**src/rtl/logic_unit_pkg.sv**
```systemverilog
// logic_unit_pkg: shared opcode definitions for the logic_unit_pipe block.
package logic_unit_pkg;

  localparam int OP_W = 3;

  typedef enum logic [OP_W-1:0] {
    OP_AND  = 3'd0,
    OP_OR   = 3'd1,
    OP_NOT  = 3'd2,
    OP_NAND = 3'd3,
    OP_NOR  = 3'd4,
    OP_XOR  = 3'd5,
    OP_XNOR = 3'd6,
    OP_PASS = 3'd7
  } op_e;

endpackage : logic_unit_pkg

```
**src/rtl/logic_unit_core.sv**
```systemverilog
// logic_unit_core: purely combinational WIDTH-bit bitwise opcode evaluator.
module logic_unit_core
  import logic_unit_pkg::*;
#(
  parameter int WIDTH = 8
) (
  input  logic [WIDTH-1:0] i_a,
  input  logic [WIDTH-1:0] i_b,
  input  op_e              i_op,
  output logic [WIDTH-1:0] o_y
);

  // Select the gate function for the current opcode.
  always_comb begin
    o_y = '0;
    case (i_op)
      OP_AND:  o_y = i_a & i_b;
      OP_OR:   o_y = i_a | i_b;
      OP_NOT:  o_y = ~i_a;
      OP_NAND: o_y = ~(i_a & i_b);
      OP_NOR:  o_y = ~(i_a | i_b);
      OP_XOR:  o_y = i_a ^ i_b;
      OP_XNOR: o_y = ~(i_a ^ i_b);
      OP_PASS: o_y = i_a;
      default: o_y = '0;
    endcase
  end

endmodule : logic_unit_core

```
**src/rtl/logic_unit_pipe.sv**
```systemverilog
// logic_unit_pipe: registered bitwise logic unit with accumulator feedback
// and a one-deep valid/ready output stage.
// Optional feature macro: LOGIC_UNIT_REDUCE_EN adds the registered
// out_par (XOR-reduce) and out_all (AND-reduce) result flags.
module logic_unit_pipe
  import logic_unit_pkg::*;
#(
  parameter int               WIDTH    = 8,
  parameter logic [WIDTH-1:0] ACC_INIT = '0
) (
  input  logic             clk,
  input  logic             rst,
  input  logic             in_valid,
  output logic             in_ready,
  input  logic [WIDTH-1:0] in_a,
  input  logic [WIDTH-1:0] in_b,
  input  logic [OP_W-1:0]  in_op,
  input  logic             in_acc_sel,
  input  logic             in_acc_wr,
  output logic             out_valid,
  input  logic             out_ready,
  output logic [WIDTH-1:0] out_y,
  output logic             out_zero
`ifdef LOGIC_UNIT_REDUCE_EN
  ,
  output logic             out_par,
  output logic             out_all
`endif
);

`ifdef LOGIC_UNIT_REDUCE_EN
  function automatic logic f_parity(input logic [WIDTH-1:0] v);
    return ^v;
  endfunction

  function automatic logic f_all_ones(input logic [WIDTH-1:0] v);
    return &v;
  endfunction
`endif

  logic [WIDTH-1:0] r_acc;
  logic [WIDTH-1:0] r_y;
  logic             r_valid;
  logic             r_zero;
`ifdef LOGIC_UNIT_REDUCE_EN
  logic             r_par;
  logic             r_all;
`endif

  logic             w_in_ready;
  logic             w_accept;
  logic [WIDTH-1:0] w_b;
  logic [WIDTH-1:0] w_result;
  op_e              w_op;

  // The slot is free when empty or when its current result leaves this cycle.
  assign w_in_ready = ~r_valid | out_ready;
  // A beat coinciding with reset is never taken.
  assign w_accept   = in_valid & w_in_ready & ~rst;
  // Operand B is either the port or the pre-update accumulator.
  assign w_b        = in_acc_sel ? r_acc : in_b;
  assign w_op       = op_e'(in_op);

  logic_unit_core #(
    .WIDTH (WIDTH)
  ) u_core (
    .i_a  (in_a),
    .i_b  (w_b),
    .i_op (w_op),
    .o_y  (w_result)
  );

  // Output stage: load on accept, drain on consume, hold under backpressure.
  always_ff @(posedge clk) begin
    if (rst) begin
      r_valid <= 1'b0;
      r_y     <= '0;
      r_zero  <= 1'b1;
`ifdef LOGIC_UNIT_REDUCE_EN
      r_par   <= 1'b0;
      r_all   <= 1'b0;
`endif
    end else if (w_accept) begin
      r_valid <= 1'b1;
      r_y     <= w_result;
      r_zero  <= (w_result == '0);
`ifdef LOGIC_UNIT_REDUCE_EN
      r_par   <= f_parity(w_result);
      r_all   <= f_all_ones(w_result);
`endif
    end else if (out_ready) begin
      r_valid <= 1'b0;
    end else begin
      r_valid <= r_valid;
    end
  end

  // Accumulator updates only on accepted beats that request a write.
  always_ff @(posedge clk) begin
    if (rst) begin
      r_acc <= ACC_INIT;
    end else if (w_accept && in_acc_wr) begin
      r_acc <= w_result;
    end else begin
      r_acc <= r_acc;
    end
  end

  assign in_ready  = w_in_ready;
  assign out_valid = r_valid;
  assign out_y     = r_y;
  assign out_zero  = r_zero;
`ifdef LOGIC_UNIT_REDUCE_EN
  assign out_par   = r_par;
  assign out_all   = r_all;
`endif

endmodule : logic_unit_pipe

```
**config.mk**
```make
export PLATFORM = sky130hd
export DESIGN_NAME = logic_unit_pipe
export DESIGN_NICKNAME = d
export VERILOG_FILES = /design/src/rtl/logic_unit_pkg.sv /design/src/rtl/logic_unit_core.sv /design/src/rtl/logic_unit_pipe.sv
export SDC_FILE = /design/constraint.sdc
export NUM_CORES = 1
export LEC_CHECK = 0
export ABC_AREA = 1
export BUFFER_PORTS_ARGS = -buffer_cell sky130_fd_sc_hd__buf_2
export CAP_MARGIN = 20
export CORE_MARGIN = 1.5
export CORE_UTILIZATION = 45
export DETAILED_ROUTE_END_ITERATION = 16
export MAX_ROUTING_LAYER = met4
export PLACE_DENSITY = 0.71
export SLEW_MARGIN = 15
export SYNTH_ARGS = -nofsm -noshare
export SYNTH_HDL_FRONTEND = slang
export SYNTH_SLANG_ARGS = --single-unit
```
**constraint.sdc**
```tcl
create_clock -name clk -period 1.8 [get_ports clk]
set_input_delay 0.36 -clock clk [delete_from_list [all_inputs] [get_ports clk]]
set_output_delay 0.36 -clock clk [all_outputs]
set_load 0.03 [all_outputs]
```
==> PnR_summary.wiki, run 1 <==
{| class="wikitable"
! Metric !! Value
|-
| Max-cap viol count || 0
|-
| Critical Path Sink Type || flop
|-
| Dpl cell area || between 2000 and 2500 um^2
|-
| Required time of the critical path || 1.95 ns
|-
| Maximum buffer depth of the clock tree || 2
|-
| Category of the most critical setup path || reg2reg
|-
| Slew at the pin with the worst max-slew slack || ~0.42 ns
|-
| Flop pwr share || 0.360
|-
| Vertical extent of the die || 64.22 um
|-
| Final setup vio count || 0
|-
| Worst setup slack after placement || -0.1795 ns
|-
| Initial antenna violation count || 0
|-
| Count of pins on the block boundary || 36
|-
| Maximum clock skew at final layout || 0.001539 ns
|-
| Fin crit period || 1.638 ns
|-
| Run status || finished, final reports clean
|-
| Share of power burned in the clock network || 0.268
|-
| Average cell area after synthesis || 5.877 um^2
|-
| GPL Wtd Cong || 0.9457
|-
| Fraction of the yosys area taken by sequential cells || 0.2136
|-
| Max Fclk || between 0.6 and 0.7 GHz
|-
| Count of nets after finishing || 378
|-
| Post-layout instance area || about 2100 um^2
|-
| CTS tree || done
|-
| Biggest area consumer among synthesized cells || sky130_fd_sc_hd__dfxtp_1
|-
| Syn Inst Count || 287
|-
| Leakage power figure || around 1.2 nW
|-
| Worst reg-to-reg path cell count || 14
|-
| Die Width || approximately 64 um
|-
| Hold path startpoint || rst
|-
| Starting density of the core || 0.4642
|-
| Portion of the clock cycle consumed by the worst path in the final layout || 0.9101
|-
| Internal power of the cells || 803.6 uW
|-
| CTS root buf || sky130_fd_sc_hd__clkbuf_8
|-
| Vias per cell || 4.938
|-
| Main area contributors after synthesis || sky130_fd_sc_hd__dfxtp_1, sky130_fd_sc_hd__nand2_1, sky130_fd_sc_hd__ha_1
|-
| Layout overhead on the synthesized area || 25.59%
|-
| Net Sw Power || 430.8 uW
|-
| Vias after detailed routing || 1,896
|-
| Number of buffers created by CTS || 3
|-
| Relative max-transition margin || 0.7189
|-
| Final worst-path setup slack || around 0.16 ns
|-
| Clk pin slew, worst setup/hold paths || 0.07 ns
|-
| DRC || 0
|-
| Global-route wire length before repair || 7.141 mm
|-
| Combinational group share of total power || 0.371
|-
| Htree depth || 1
|-
| Worst hold slack across all endpoints || around 0.35 ns
|-
| Total Die Area || slightly above 4000 um^2
|-
| Reg-to-reg critical path startpoint || r_acc[6]
|-
| Share of the synthesized area in the top cell type || 0.2136
|-
| Max-slew violation total from the final report || 0
|-
| Number of synthesis warnings || 0
|-
| Switching power as a share of total power || 0.3490
|-
| Fin cells || 384
|-
| HPWL after detailed placement || around 3.2 mm
|-
| Avg WL per Cell || approximately 11 um
|-
| Vias in the first global route || 1,694
|-
| Largest net degree at the start of global routing || 27
|-
| Worst min-delay path category || in2reg
|-
| Number of instances in the placed design || 379
|-
| Arrival time reported for the critical path endpoint || around 1.8 ns
|-
| Hold buffer count at CTS || 0
|-
| Initial drt markers || 132
|-
| Syn nets || 328
|-
| Power density normalized to cell area || ~580 nW/um^2
|-
| Input/output buffers || 35
|-
| Antenna diode count || 0
|-
| Final wirelength || roughly 4.2 mm
|-
| Synthesized area || between 1500 and 2000 um^2
|-
| Total negative slack for setup checks || 0 ns
|-
| Setup crit start kind || flop
|-
| Global route overflow || 0
|-
| Cell count of the worst hold path || 2
|-
| Number of sinks handled by clock tree synthesis || 18
|-
| Clk_lat worst skew || 0.25 ns
|-
| Iteration count of the initial detailed-routing pass || 4
|-
| Count of cell types in the netlist || 23
|-
| Seq cells post-synth || 18
|-
| Standard-cell row count || 22
|-
| Crit path launch || r_acc[6]
|-
| Crit path max fanout || 2
|-
| Number of nets still failing antenna checks after routing || 0
|-
| Placeable Area || 3633 um^2
|-
| Proportion of layout cells with a drive suffix above 1 || 0.2232
|-
| Largest vdd supply drop || 0.4322 mV
|-
| Aggregate global-route resource usage || 0.2189
|-
| Count of endpoints failing hold in the final timing report || 0
|-
| Fill cell count || 403
|}
flip-flops by register name, summed over array words and instances (netlist names):
signal,count
out_valid,1
out_y,8
out_zero,1
r_acc,8
layout make-up:
class                           count  area [um^2]  area share
Multi-Input combinational cell    206         1097      0.5180
Clock buffer                        4        55.05     0.02599
Inverter                           52        195.2     0.09214
Sequential cell                    18        362.8      0.1713
Tap cell                           48        60.06     0.02835
Timing Repair Buffer               56        347.8      0.1642
worst paths after layout:
| path | to | slack, ns |
|---|---|---|
| max | out_y[6] | 0.16 |
| min | out_valid | 0.35 |
| max reg2reg | out_y[6] | 0.16 |
| min reg2reg | out_y[0] | 0.47 |
Yosys cell counts, drive strengths merged:
library cell	count
dfxtp	18
nand4	11
o22ai	2
clkbuf	3
o21ai	20
o31ai	2
buf	8
inv	51
clkinv	1
nor2	28
nand3	37
nand3b	4
o211ai	4
nand2	78
ha	16
a21oi	4
kinds of logic after synthesis:
kind of cell	share of synthesized area
buffers and inverters	0.1506
AO/OA/AOI/OAI	0.1053
AND/OR/NAND/NOR	0.4117
adder cells (fa/ha/maj)	0.1187
flip-flops	0.2137
repair_timing:
action / 4_1_cts / 5_1_grt
gates resized for setup: 0 / 11
endpoints found under the setup margin: 0 / 2
buffers inserted: 0 / 1
hold endpoints to repair: 0 / 0
cell usage in the layout (no fill, tap or decap), drive strengths merged:
master / instances
nand2: 78
buf: 55
inv: 51
nand3: 37
nor2: 28
o21ai: 20
dfxtp: 18
ha: 16
nand4: 11
clkbuf: 5
a21oi: 4
nand3b: 4
o211ai: 4
o22ai: 2
o31ai: 2
clkinv: 1
critical path, stage by stage (launching register included):
cell	delay, ns
sky130_fd_sc_hd__dfxtp_2	0.32
sky130_fd_sc_hd__inv_1	0.04
sky130_fd_sc_hd__nand2_1	0.04
sky130_fd_sc_hd__o21ai_1	0.06
sky130_fd_sc_hd__buf_4	0.15
sky130_fd_sc_hd__ha_4	0.26
sky130_fd_sc_hd__nand3b_1	0.09
sky130_fd_sc_hd__nand2_1	0.05
sky130_fd_sc_hd__nor2_1	0.09
sky130_fd_sc_hd__nand2_1	0.06
sky130_fd_sc_hd__nand2_2	0.08
sky130_fd_sc_hd__buf_4	0.11
sky130_fd_sc_hd__nand2_1	0.04
sky130_fd_sc_hd__o211ai_1	0.08
sky130_fd_sc_hd__inv_1	0.06
layer usage:
layer | GRT usage | share of wire
met1 | 0.2809 | 0.47
met2 | 0.3581 | 0.47
met3 | 0.04577 | 0.054
met4 | 0.04255 | 0.0036
met5 | - | 0
power by group through the flow:
stage | combinational [mW] | sequential (mW) | clock (mW)
after floorplan | 0.246 | 0.491 | 0
after global placement | 0.435 | 0.452 | 0
after detailed placement | 0.441 | 0.453 | 0
after CTS | 0.443 | 0.444 | 0.340
after global routing | 0.516 | 0.448 | 0.363
final | 0.459 | 0.445 | 0.331
per-stage QoR:
step	power, mW	utilization
final	1.234	0.5830
after CTS	1.228	0.5727
after floorplan	0.7374	-
after global placement	0.8874	0.5575
after global routing	1.326	0.5830
after detailed placement	0.8937	0.5575
(Power assumes the default switching activity.)
==> run 2, diff against run 1 <==
Settings changed: CTS_BUF_LIST from default to sky130_fd_sc_hd__clkbuf_2.
==> PnR_summary.wiki, run 2 (synthesis results as in run 1) <==
{| class="wikitable"
! Metric !! Value
|-
| Number of nets still failing antenna checks after routing || 0
|-
| Fill cell count || a little over 400
|-
| Htree depth || 1
|-
| Most frequent standard cell in the layout excluding fill and tap cells || sky130_fd_sc_hd__nand2_1
|-
| Starting density of the core || 0.4642
|-
| HPWL after detailed placement || 3.241 mm
|-
| Final wirelength || 4.169 mm
|-
| DRC || 0
|-
| Run status || finished, final reports clean
|-
| Worst reg-to-reg path cell count || 13
|-
| Avg WL per Cell || roughly 11 um
|-
| Die Width || 64.22 um
|-
| Dpl cell area || approximately 2000 um^2
|-
| Net Sw Power || 418.2 uW
|-
| Final worst-path setup slack || 0.1525 ns
|-
| Count of endpoints failing hold in the final timing report || 0
|-
| Total Die Area || 4124 um^2
|-
| Largest net degree at the start of global routing || 27
|-
| Max Fclk || 0.6070 GHz
|-
| Required time of the critical path || approximately 2.1 ns
|-
| Area occupied by registers || 366.6 um^2
|-
| Proportion of layout cells with a drive suffix above 1 || 0.2269
|-
| Worst setup slack after placement || -0.1795 ns
|-
| Hold buffer count at CTS || 0
|-
| Aggregate global-route resource usage || 0.2139
|-
| Count of nets after finishing || approximately 380
|-
| Maximum buffer depth of the clock tree || 2
|-
| Vertical extent of the die || 64.22 um
|-
| CTS tree || done
|-
| Combinational group share of total power || 0.426
|-
| Largest vdd supply drop || 0.5622 mV
|-
| Maximum clock skew at final layout || around 0.008 ns
|-
| Final setup vio count || 0
|-
| Total met2 wirelength after detailed routing || 2.010 mm
|-
| Cell count of the worst hold path || 2
|-
| Worst reg2reg setup slack || 0.15 ns
|-
| Relative max-transition margin || 0.7183
|-
| Iteration count of the initial detailed-routing pass || 5
|-
| Antenna diode count || 0
|-
| Clk pin slew, worst setup/hold paths || 0.17 ns
|-
| Highest layer used for signal routing || met4
|-
| Flop pwr share || 0.414
|-
| Slew at the pin with the worst max-slew slack || 0.4222 ns
|-
| Switching power as a share of total power || 0.3887
|-
| Top library cells by usage in the layout, fill and taps aside || sky130_fd_sc_hd__nand2_1, sky130_fd_sc_hd__inv_1, sky130_fd_sc_hd__nand3_1
|-
| Worst min-delay path category || in2reg
|-
| Number of buffers created by CTS || 3
|-
| Number of sinks handled by clock tree synthesis || 18
|-
| Initial antenna violation count || 0
|-
| Cell with the largest stage delay on the worst path || sky130_fd_sc_hd__dfxtp_2
|-
| Worst path depth || 13
|-
| Vias after detailed routing || 1,874
|-
| Post-layout instance area || 2087 um^2
|-
| Wire length on met3 || 160 um
|-
| Layout overhead on the synthesized area || 23.74%
|-
| Metal-1 WL || 1.971 mm
|-
| Share of power burned in the clock network || 0.160
|-
| Internal power of the cells || approximately 660 uW
|-
| Input/output buffers || 35
|-
| Max-slew violation total from the final report || 0
|-
| Global route overflow || 0
|-
| Number of buffer and inverter instances along the worst setup path || 3
|-
| Setup crit start kind || flop
|-
| CP delay by family, top || simple AND/OR/NAND/NOR gates
|-
| Standard-cell row count || 22
|-
| Total negative slack for setup checks || 0 ns
|-
| CTS root buf || sky130_fd_sc_hd__clkbuf_2
|-
| Global-route wire length before repair || 7.065 mm
|-
| Top cell by count, worst path || sky130_fd_sc_hd__nand2_1
|-
| Max-cap viol count || 0
|-
| Vias per cell || 4.893
|-
| Core occupancy in the finished layout || 0.5744
|-
| Count of pins on the block boundary || 36
|-
| Clk_lat worst skew || around 0.3 ns
|-
| Category of the most critical setup path || reg2reg
|-
| Vias in the first global route || 1,684
|-
| Crit path max fanout || 2
|-
| Critical Path Sink Type || flop
|-
| GPL Wtd Cong || about 0.95
|-
| Placeable Area || 3633 um^2
|-
| Power density normalized to cell area || 515.5 nW/um^2
|-
| Area of the multi-input gates || approximately 1100 um^2
|-
| Initial drt markers || 145
|-
| Leakage power figure || 1.200 nW
|-
| Arrival time reported for the critical path endpoint || about 1.9 ns
|-
| Biggest cell delay along the critical path || 0.35 ns
|-
| Fin crit period || about 1.6 ns
|-
| Portion of the clock cycle consumed by the worst path in the final layout || 0.9153
|-
| Power, Total || 1.076 mW
|-
| Chain of cells forming the critical path || inv_1 > nand2_1 > o21ai_1 > ha_4 > nand3b_1 > nand2_1 > nor2_1 > nand2_1 > nand2_2 > buf_4 > nand2_1 > o211ai_1 > inv_1
|}
[run 2: cell types whose count changed in the layout (fill, tap and decap cells not counted), sizes merged]
cell	previous run	this run
clkbuf	5	3
clkinv	1	2
[run 2: worst paths after layout]
path | start | end
max reg2reg | r_acc[6] | out_y[6]
min reg2reg | out_y[0] | out_y[0]
max | r_acc[6] | out_y[6]
min | rst | out_valid
[run 2: through the flow]
stage               std cells  hold slack [ns]
floorplan                 287           0.4291
global placement          379           0.4600
detailed placement        379           0.4624
CTS                       383           0.2875
global route              383           0.2862
finish                    383           0.2868
[run 2: area by class of cell]
class / count / area share
timing repair buffer: 55 / 0.1619
tap: 48 / 0.02878
clock buffer: 3 / 0.007194
inverter: 52 / 0.09353
sequential: 18 / 0.1757
clock inverter: 1 / 0.001799
multi-input combinational: 206 / 0.5312
[run 2: timing repair]
action,in CTS,in global routing
buffers inserted,0,1
resized for setup,0,14
endpoints found under the setup margin,0,3
[run 2: routing by layer]
layer  vias up  global-route usage
met3         5             0.04049
met4         0             0.02660
met2        34              0.3555
li1       1013                   -
met5         -                   -
met1       822              0.2788
[run 2: power groups by stage]
stage	Clock [mW]	Sequential (mW)	Combinational [mW]
6_report	0.172	0.445	0.458
5_1_grt	0.193	0.449	0.516
4_1_cts	0.177	0.444	0.443
3_5_place_dp	0	0.453	0.441
3_3_place_gp	0	0.452	0.435
2_1_floorplan	0	0.491	0.246
